$ cat src/rtl/mem_stage_sram_ctrl_pkg.sv
// Shared definitions for the MEM-stage SRAM controller.
//   state_t           : controller FSM state encoding
//   SRAM_ADDR_W/DATA_W: external SRAM half-word address and data widths
//   BASE_ADDR_DEFAULT : byte address that maps to SRAM word 0
package mem_stage_sram_ctrl_pkg;

    localparam int SRAM_ADDR_W = 18;
    localparam int SRAM_DATA_W = 16;
    localparam logic [31:0] BASE_ADDR_DEFAULT = 32'd1024;

    typedef enum logic [2:0] {
        IDLE  = 3'd0,
        RD_LO = 3'd1,
        RD_HI = 3'd2,
        WR_LO = 3'd3,
        WR_HI = 3'd4,
        DONE  = 3'd5
    } state_t;

endpackage

$ cat src/rtl/mem_stage_sram_ctrl_sram_wait_counter.sv
// Half-access wait timer for the SRAM controller.
//   clk, rst : pipeline clock, asynchronous active-high reset
//   clr      : clears the count (asserted on every FSM state change)
//   en       : counts up while an SRAM half-access is in progress
//   tc       : high on the last cycle of a half-access (count == WAIT_CYCLES-1)
module mem_stage_sram_ctrl_sram_wait_counter #(
    parameter int unsigned WAIT_CYCLES = 2
) (
    input  logic clk,
    input  logic rst,
    input  logic clr,
    input  logic en,
    output logic tc
);

    logic [3:0] cnt_q, cnt_d;

    always_comb begin
        cnt_d = cnt_q;
        if (clr) begin
            cnt_d = '0;
        end else if (en) begin
            cnt_d = cnt_q + 4'd1;
        end
    end

    always_ff @(posedge clk or posedge rst) begin
        if (rst) begin
            cnt_q <= '0;
        end else begin
            cnt_q <= cnt_d;
        end
    end

    assign tc = (cnt_q == 4'(WAIT_CYCLES - 1));

endmodule

$ cat src/rtl/mem_stage_sram_ctrl.sv
// MEM-stage controller that performs each 32-bit load/store as two 16-bit
// accesses on an external asynchronous SRAM, holding ready low (pipeline
// freeze) until the access completes.
//   clk, rst              : pipeline clock, asynchronous active-high reset
//   rd_en, wr_en          : load / store request from the EXE/MEM register
//   address, write_data   : byte address and store data
//   read_data             : registered load result, valid in DONE
//   ready                 : low while an access is pending
//   sram_*                : SRAM address, data, tri-state enable and strobes
//
// state | meaning
// IDLE  | no access; accepts a new request (store wins over load)
// RD_LO | reading low half-word, captured on the last wait cycle
// RD_HI | reading high half-word, captured on the last wait cycle
// WR_LO | writing write_data[15:0]
// WR_HI | writing write_data[31:16]
// DONE  | access complete for one cycle, ready high
module mem_stage_sram_ctrl
    import mem_stage_sram_ctrl_pkg::*;
#(
    parameter logic [31:0] BASE_ADDR   = BASE_ADDR_DEFAULT,
    parameter int unsigned WAIT_CYCLES = 2
) (
    input  logic                   clk,
    input  logic                   rst,
    input  logic                   rd_en,
    input  logic                   wr_en,
    input  logic [31:0]            address,
    input  logic [31:0]            write_data,
    output logic [31:0]            read_data,
    output logic                   ready,
    output logic [SRAM_ADDR_W-1:0] sram_addr,
    output logic [SRAM_DATA_W-1:0] sram_dq_out,
    output logic                   sram_dq_oe,
    input  logic [SRAM_DATA_W-1:0] sram_dq_in,
    output logic                   sram_we_n,
    output logic                   sram_ce_n,
    output logic                   sram_oe_n,
    output logic                   sram_ub_n,
    output logic                   sram_lb_n
);

    state_t      state_q, state_d;
    logic [31:0] read_data_q, read_data_d;
    logic        tc;
    logic        cnt_clr;
    logic        cnt_en;
    logic [31:0] off;
    logic [16:0] word;
    logic        unused_off_bits;

    // Offset wraps modulo 2^32; byte-within-word bits are dropped so every
    // access is word-aligned.
    assign off             = address - BASE_ADDR;
    assign word            = off[18:2];
    assign unused_off_bits = ^{off[31:19], off[1:0]};

    always_comb begin
        state_d = state_q;
        case (state_q)
            IDLE: begin
                if (wr_en) begin
                    state_d = WR_LO;
                end else if (rd_en) begin
                    state_d = RD_LO;
                end
            end
            RD_LO:   if (tc) state_d = RD_HI;
            RD_HI:   if (tc) state_d = DONE;
            WR_LO:   if (tc) state_d = WR_HI;
            WR_HI:   if (tc) state_d = DONE;
            DONE:    state_d = IDLE;
            default: state_d = IDLE;
        endcase
    end

    // Counter restarts on every state entry so each half-access gets the
    // full WAIT_CYCLES regardless of what happened before.
    assign cnt_clr = (state_d != state_q);
    assign cnt_en  = (state_q == RD_LO) || (state_q == RD_HI) ||
                     (state_q == WR_LO) || (state_q == WR_HI);

    mem_stage_sram_ctrl_sram_wait_counter #(
        .WAIT_CYCLES(WAIT_CYCLES)
    ) u_wait_counter (
        .clk (clk),
        .rst (rst),
        .clr (cnt_clr),
        .en  (cnt_en),
        .tc  (tc)
    );

    always_comb begin
        read_data_d = read_data_q;
        if (state_q == RD_LO && tc) begin
            read_data_d[15:0] = sram_dq_in;
        end else if (state_q == RD_HI && tc) begin
            read_data_d[31:16] = sram_dq_in;
        end
    end

    always_ff @(posedge clk or posedge rst) begin
        if (rst) begin
            state_q     <= IDLE;
            read_data_q <= '0;
        end else begin
            state_q     <= state_d;
            read_data_q <= read_data_d;
        end
    end

    always_comb begin
        sram_addr   = '0;
        sram_dq_out = '0;
        sram_dq_oe  = 1'b0;
        sram_we_n   = 1'b1;
        sram_oe_n   = 1'b1;
        case (state_q)
            RD_LO: begin
                sram_addr = {word, 1'b0};
                sram_oe_n = 1'b0;
            end
            RD_HI: begin
                sram_addr = {word, 1'b1};
                sram_oe_n = 1'b0;
            end
            WR_LO: begin
                sram_addr   = {word, 1'b0};
                sram_dq_out = write_data[15:0];
                sram_dq_oe  = 1'b1;
                sram_we_n   = 1'b0;
            end
            WR_HI: begin
                sram_addr   = {word, 1'b1};
                sram_dq_out = write_data[31:16];
                sram_dq_oe  = 1'b1;
                sram_we_n   = 1'b0;
            end
            default: begin
            end
        endcase
    end

    assign ready     = (state_q == IDLE && !rd_en && !wr_en) || (state_q == DONE);
    assign read_data = read_data_q;
    assign sram_ce_n = 1'b0;
    assign sram_ub_n = 1'b0;
    assign sram_lb_n = 1'b0;

endmodule

$ cat config.mk
export PLATFORM = sky130hd
export DESIGN_NAME = mem_stage_sram_ctrl
export DESIGN_NICKNAME = d
export VERILOG_FILES = /design/src/rtl/mem_stage_sram_ctrl_pkg.sv /design/src/rtl/mem_stage_sram_ctrl_sram_wait_counter.sv /design/src/rtl/mem_stage_sram_ctrl.sv
export SDC_FILE = /design/constraint.sdc
export NUM_CORES = 1
export LEC_CHECK = 0
export BUFFER_PORTS_ARGS = -buffer_cell sky130_fd_sc_hd__buf_2
export CORE_MARGIN = 2
export CORE_UTILIZATION = 40
export CTS_BUF_LIST = sky130_fd_sc_hd__clkbuf_4
export DETAILED_ROUTE_END_ITERATION = 7
export GPL_ROUTABILITY_DRIVEN = 0
export PLACE_DENSITY = 0.79
export SLEW_MARGIN = 10
export SYNTH_ARGS = -nofsm -noshare
export SYNTH_HDL_FRONTEND = slang
export SYNTH_SLANG_ARGS = --single-unit
$ cat constraint.sdc
create_clock -name clk -period 4.46 [get_ports clk]
set_input_delay 0.892 -clock clk [delete_from_list [all_inputs] [get_ports clk]]
set_output_delay 0.892 -clock clk [all_outputs]
set_load 0.005 [all_outputs]
# Word-level counts from Yosys, hierarchy flattened
# Index checks and enable logic that the tools add are counted.
# totals
ff_bits,39
in_bits,84
output_inout_bits,73
wordCells,44
# op_classes
n_addsub,2
eq_ne,7
muxes,13
bitwise,1
reduce_logical,17
# ops
operator,n
$pmux W18 S2,1
$pmux W16 S2,1
$sub A19 B11 Y19 const B,1
$mux W3,5
$pmux W3 S4,1
$mux W4,2
$reduce_or A2 Y1,4
$eq A3 B2 Y1 const B,2
$eq A3 B3 Y1 const B,2
$add A4 B1 Y4 const B,1
$eq A4 B1 Y1 const B,1
$logic_and A1 B1 Y1,4
$logic_or A1 B1 Y1,4
$eq A3 B1 Y1 const B,1
$logic_not A3 Y1,1
$mux W1,3
$ne A3 B3 Y1,1
$logic_not A1 Y1,2
$reduce_and A2 Y1,1
$reduce_bool A2 Y1,1
$not A1 Y1,1

# Logic depth before layout (Yosys ltp)
# logic_depth
ltp_word,6
depth_mapped,7
depth_no_buf,5

# Cells and area by module
# A second synthesis with hierarchy kept.
# unflattened
cells_unflattened,186
hier_area_um2,2088.3
# modules_own_cells
mod,n_inst,cells_each,area_each_um2
mem_stage_sram_ctrl,1,166,1870.5
mem_stage_sram_ctrl_sram_wait_counter,1,20,217.7

# Worst setup path before layout
# No wires, ideal clock.
# synth_timing
path_type,input port to output port
start,input port address[14]
end,output port sram_addr[15]
arrival_ns,1.932
slack_ns,1.636
path_stages,3
path_buffers,0
cell_sequence,or4_1 or3_1 a21oi_1
# synth_via
elab_chain_len,2
# synth_lines
item,line_no,source
from (decl),mem_stage_sram_ctrl.sv:28,"input logic [31:0] address,"
$sub A19 B11 Y19,mem_stage_sram_ctrl.sv:54,assign off = address - BASE_ADDR;
$pmux W18 S2,mem_stage_sram_ctrl.sv:118,case (state_q)
to (decl),mem_stage_sram_ctrl.sv:32,"output logic [SRAM_ADDR_W-1:0] sram_addr,"
# Every way passes these cells.

# Worst setup path after layout
# layout_timing
start,register state_q[2]
end,output port sram_dq_out[11]
# layout_via
elab_chain_len,2
elab_cells_between_ends,3
# layout_lines
item,line_no,source
from (decl),mem_stage_sram_ctrl.sv:43,"state_t state_q, state_d;"
from (signal assigned),mem_stage_sram_ctrl.sv:107,state_q <= state_d;
$eq A3 B3 Y1 / $eq A3 B2 Y1 (equally long branches),mem_stage_sram_ctrl.sv:118,
$pmux W16 S2 *,mem_stage_sram_ctrl.sv:118,
to (decl),mem_stage_sram_ctrl.sv:33,"output logic [SRAM_DATA_W-1:0] sram_dq_out,"
# Every way passes the cells marked *; elsewhere a longest branch is shown, timed or not.

==> load_flow_metrics.sql <==
INSERT INTO impl_metrics (metric_group, metric, value, unit) VALUES
('outcome', 'run_status', 'complete, no violations', ''),
('power', 'pwr-share-comb', '0.523', ''),
('clock_network', 'cts_inserted_buffers', '5', ''),
('clock_network', 'post_cts_resize_count', '0', ''),
('timing', 'finalCritPeriodShare', '0.731', ''),
('timing', 'setup_violations', '0', ''),
('timing', 'achievable-frequency', '307', 'MHz'),
('power', 'swShare', '0.363', ''),
('min_path', 'holdCritPathClass', 'flip-flop to flip-flop', ''),
('logic_synthesis', 'yosys.area_share.simple', '0.140', ''),
('drt', 'via_count', '1920', ''),
('setup_path', 'end_kind', 'primary output', ''),
('layout', 'finish.instance_area', '2900', 'µm²'),
('clock_network', 'cts-root-buf', 'sky130_fd_sc_hd__clkbuf_4', ''),
('placed_design', 'placedInstanceArea', '2850', 'µm²'),
('logic_synthesis', 'synth_top_cell_by_area', 'sky130_fd_sc_hd__dfrtp_1', ''),
('floorplan', 'floorplan.die_area', '5960', 'µm²'),
('logic_synthesis', 'yosys_most_used_dff', 'sky130_fd_sc_hd__dfrtp_1', ''),
('clock_network', 'insertion_delay', '340', 'ps'),
('logic_synthesis', 'yosys_register_bits', '39', ''),
('setup_path', 'rr_worst_depth', '5', ''),
('min_path', 'whs_endpoint', 'read_data[20]$_DFFE_PP0P_', ''),
('setup_path', 'worstReg2RegEnd', 'read_data[19]$_DFFE_PP0P_', ''),
('timing', 'max_slew_margin', '0.223', ''),
('min_path', 'min-delay-start', 'read_data[20]$_DFFE_PP0P_', ''),
('timing', 'finalSetupTns', '0', 'ps'),
('logic_synthesis', 'largest_cells_by_area_after_synthesis', 'sky130_fd_sc_hd__dfrtp_1 (46%), sky130_fd_sc_hd__mux2_2 (11%), sky130_fd_sc_hd__mux2_4 (7.0%), sky130_fd_sc_hd__a22o_1 (6.5%), sky130_fd_sc_hd__and3_1 (2.6%)', ''),
('drt', 'route.final.wire_length', '5430', 'µm'),
('timing', 'max_slew.worst_pin.slew', '1160', 'ps'),
('grt', 'grt_first_pass_wirelength', '8670', 'µm'),
('grt', 'initial_antenna_violation_count', '0', ''),
('clock_network', 'path_clk_slew', '110', 'ps'),
('clock_network', 'ctsLongestPathBuffers', '2', ''),
('power', 'net-switching-power', '0.620', 'mW'),
('layout', 'diodes', '0', ''),
('logic_synthesis', 'netlist.area_leader.share', '0.456', ''),
('logic_synthesis', 'synth.top_cells.by_count', 'sky130_fd_sc_hd__dfrtp_1 (39), sky130_fd_sc_hd__mux2_2 (21), sky130_fd_sc_hd__a22o_1 (16)', ''),
('setup_path', 'arrival', '2370', 'ps'),
('clock_network', 'cts-hold-fix-buffers', '0', ''),
('timing', 'min_period', '3260', 'ps'),
('logic_synthesis', 'unique_cell_type_count_in_the_yosys_netlist', '44', ''),
('power', 'share_of_power_burned_in_the_clock_network', '0.096', ''),
('drt', 'antenna_violating_nets_post_route', '0', ''),
('logic_synthesis', 'synth_adder_area_share', '0.0175', ''),
('grt', 'grt_max_degree', '31', ''),
('setup_path', 'timing.critical_path.from_type', 'flip-flop', ''),
('clock_network', 'cts_htree_levels', '2', ''),
('logic_synthesis', 'synthMuxAreaShare', '0.190', ''),
('floorplan', 'design.core.area', '5140', 'µm²'),
('drt', 'drt-initial-drc-count', '73', ''),
('logic_synthesis', 'seq_area_frac_synth', '0.456', ''),
('logic_synthesis', 'mappedNetlistArea', '2140', 'µm²'),
('logic_synthesis', 'synthMostInstantiatedCell', 'sky130_fd_sc_hd__dfrtp_1', ''),
('logic_synthesis', 'synth_compound_gate_area_share', '0.126', ''),
('floorplan', 'initial_utilization', '0.417', ''),
('clock_network', 'clock_tree_from_tritoncts', 'built', ''),
('floorplan', 'floorplan_die_height', '77.2', 'µm'),
('timing', 'report.final.slew_viol_count', '0', ''),
('layout', 'fillerInstances', '485', ''),
('power', 'power.share.sequential', '0.381', ''),
('logic_synthesis', 'main_combinational_cell_family_by_area_after_synthesis', 'multiplexers', ''),
('job', 'maxCapViolCount', '0', ''),
('drt', 'drt_pass1_iterations', '4', ''),
('power', 'power.leakage', '1.55', 'nW'),
('floorplan', 'die_width', '77.2', 'µm'),
('logic_synthesis', 'synthCells', '188', ''),
('layout', 'final_cells', '393', ''),
('drt', 'routed_via_density', '4.89', ''),
('floorplan', 'core.rowCount', '26', ''),
('clock_network', 'tritoncts_num_sinks', '39', ''),
('setup_path', 'crit_type', 'flip-flop to primary output', '');
metrics by stage:
stage	util	setup slack (ps)	hold WS, ps
finish	0.564	1200	494
global route	0.564	1000	527
CTS	0.564	1200	501
detailed placement	0.555	1380	476
global placement	0.555	1390	471
floorplan	-	1640	475
cells in the final DEF, fill, tap and decap left out, types with 4 or more instances in the layout:
cell type / n
sky130_fd_sc_hd__mux2_4: 10
sky130_fd_sc_hd__nor2_1: 11
sky130_fd_sc_hd__a22o_1: 16
sky130_fd_sc_hd__nor3_1: 4
sky130_fd_sc_hd__buf_2: 138
sky130_fd_sc_hd__nand3_1: 5
sky130_fd_sc_hd__mux2_2: 21
sky130_fd_sc_hd__and3_1: 9
sky130_fd_sc_hd__or3_1: 4
sky130_fd_sc_hd__clkbuf_4: 5
sky130_fd_sc_hd__dfrtp_1: 39
sky130_fd_sc_hd__inv_1: 6
sky130_fd_sc_hd__a21oi_1: 7
routing by layer:
metal	routed length [µm]	track usage	vias to the layer above	share of wire
li1	-	-	960	-
met1	2380	0.238	899	0.44
met2	2760	0.295	54	0.51
met3	240	0.0329	7	0.044
met4	53	0.0607	0	0.0098
met5	0	0	-	0
worst max-delay path: stages (launching register included):
cell                       delay, ps
sky130_fd_sc_hd__dfrtp_1         510
sky130_fd_sc_hd__nand2b_1        240
sky130_fd_sc_hd__nor2_1          890
sky130_fd_sc_hd__a22o_1          270
sky130_fd_sc_hd__buf_2           120
cells by family after synthesis:
| family | after synthesis |
|---|---|
| DFF | 39 |
| and+or+nand+nor | 52 |
| buffers and inverters | 20 |
| other | 1 |
| muxes | 33 |
| adders and majority gates | 3 |
| AOI/OAI and AO/OA | 36 |
| xor gates and xnor gates | 4 |
registers in the layout, summed over array words and instances, names as in the netlist:
register	cells
state_q	3
read_data	32
u_wait_counter.cnt_q	4
power groups by stage:
stage	clock [mW]	combinational [mW]	sequential, mW
2_1_floorplan	0	0.548	0.635
3_3_place_gp	0	0.886	0.645
3_5_place_dp	0	0.903	0.657
4_1_cts	0.174	0.905	0.650
5_1_grt	0.191	0.988	0.677
6_report	0.164	0.895	0.651
how the worst max path moves through the flow:
stage | depth (start not counted) | slack (ps) | endpoint | from
after global placement | 5 | 1390 | sram_addr[15] | address[14]
final | 4 | 1200 | sram_dq_out[11] | state_q[2]$_DFF_PP0_
after global routing | 4 | 1000 | sram_dq_out[11] | state_q[2]$_DFF_PP0_
after CTS | 4 | 1200 | sram_dq_out[11] | state_q[2]$_DFF_PP0_
after detailed placement | 5 | 1380 | sram_addr[15] | address[14]
after floorplan | 3 | 1640 | sram_addr[15] | address[14]
final cells by class:
type / count / area, µm² / area share
repair buffers: 140 / 706 / 0.243
well taps: 70 / 87.6 / 0.0302
multi-input cells: 131 / 1060 / 0.366
clock buffers: 5 / 37.5 / 0.0129
inverters: 6 / 22.5 / 0.00777
flip-flops and latches: 39 / 976 / 0.337
clock inverters: 2 / 8.76 / 0.00302
Power figures use the tool's default switching activity.
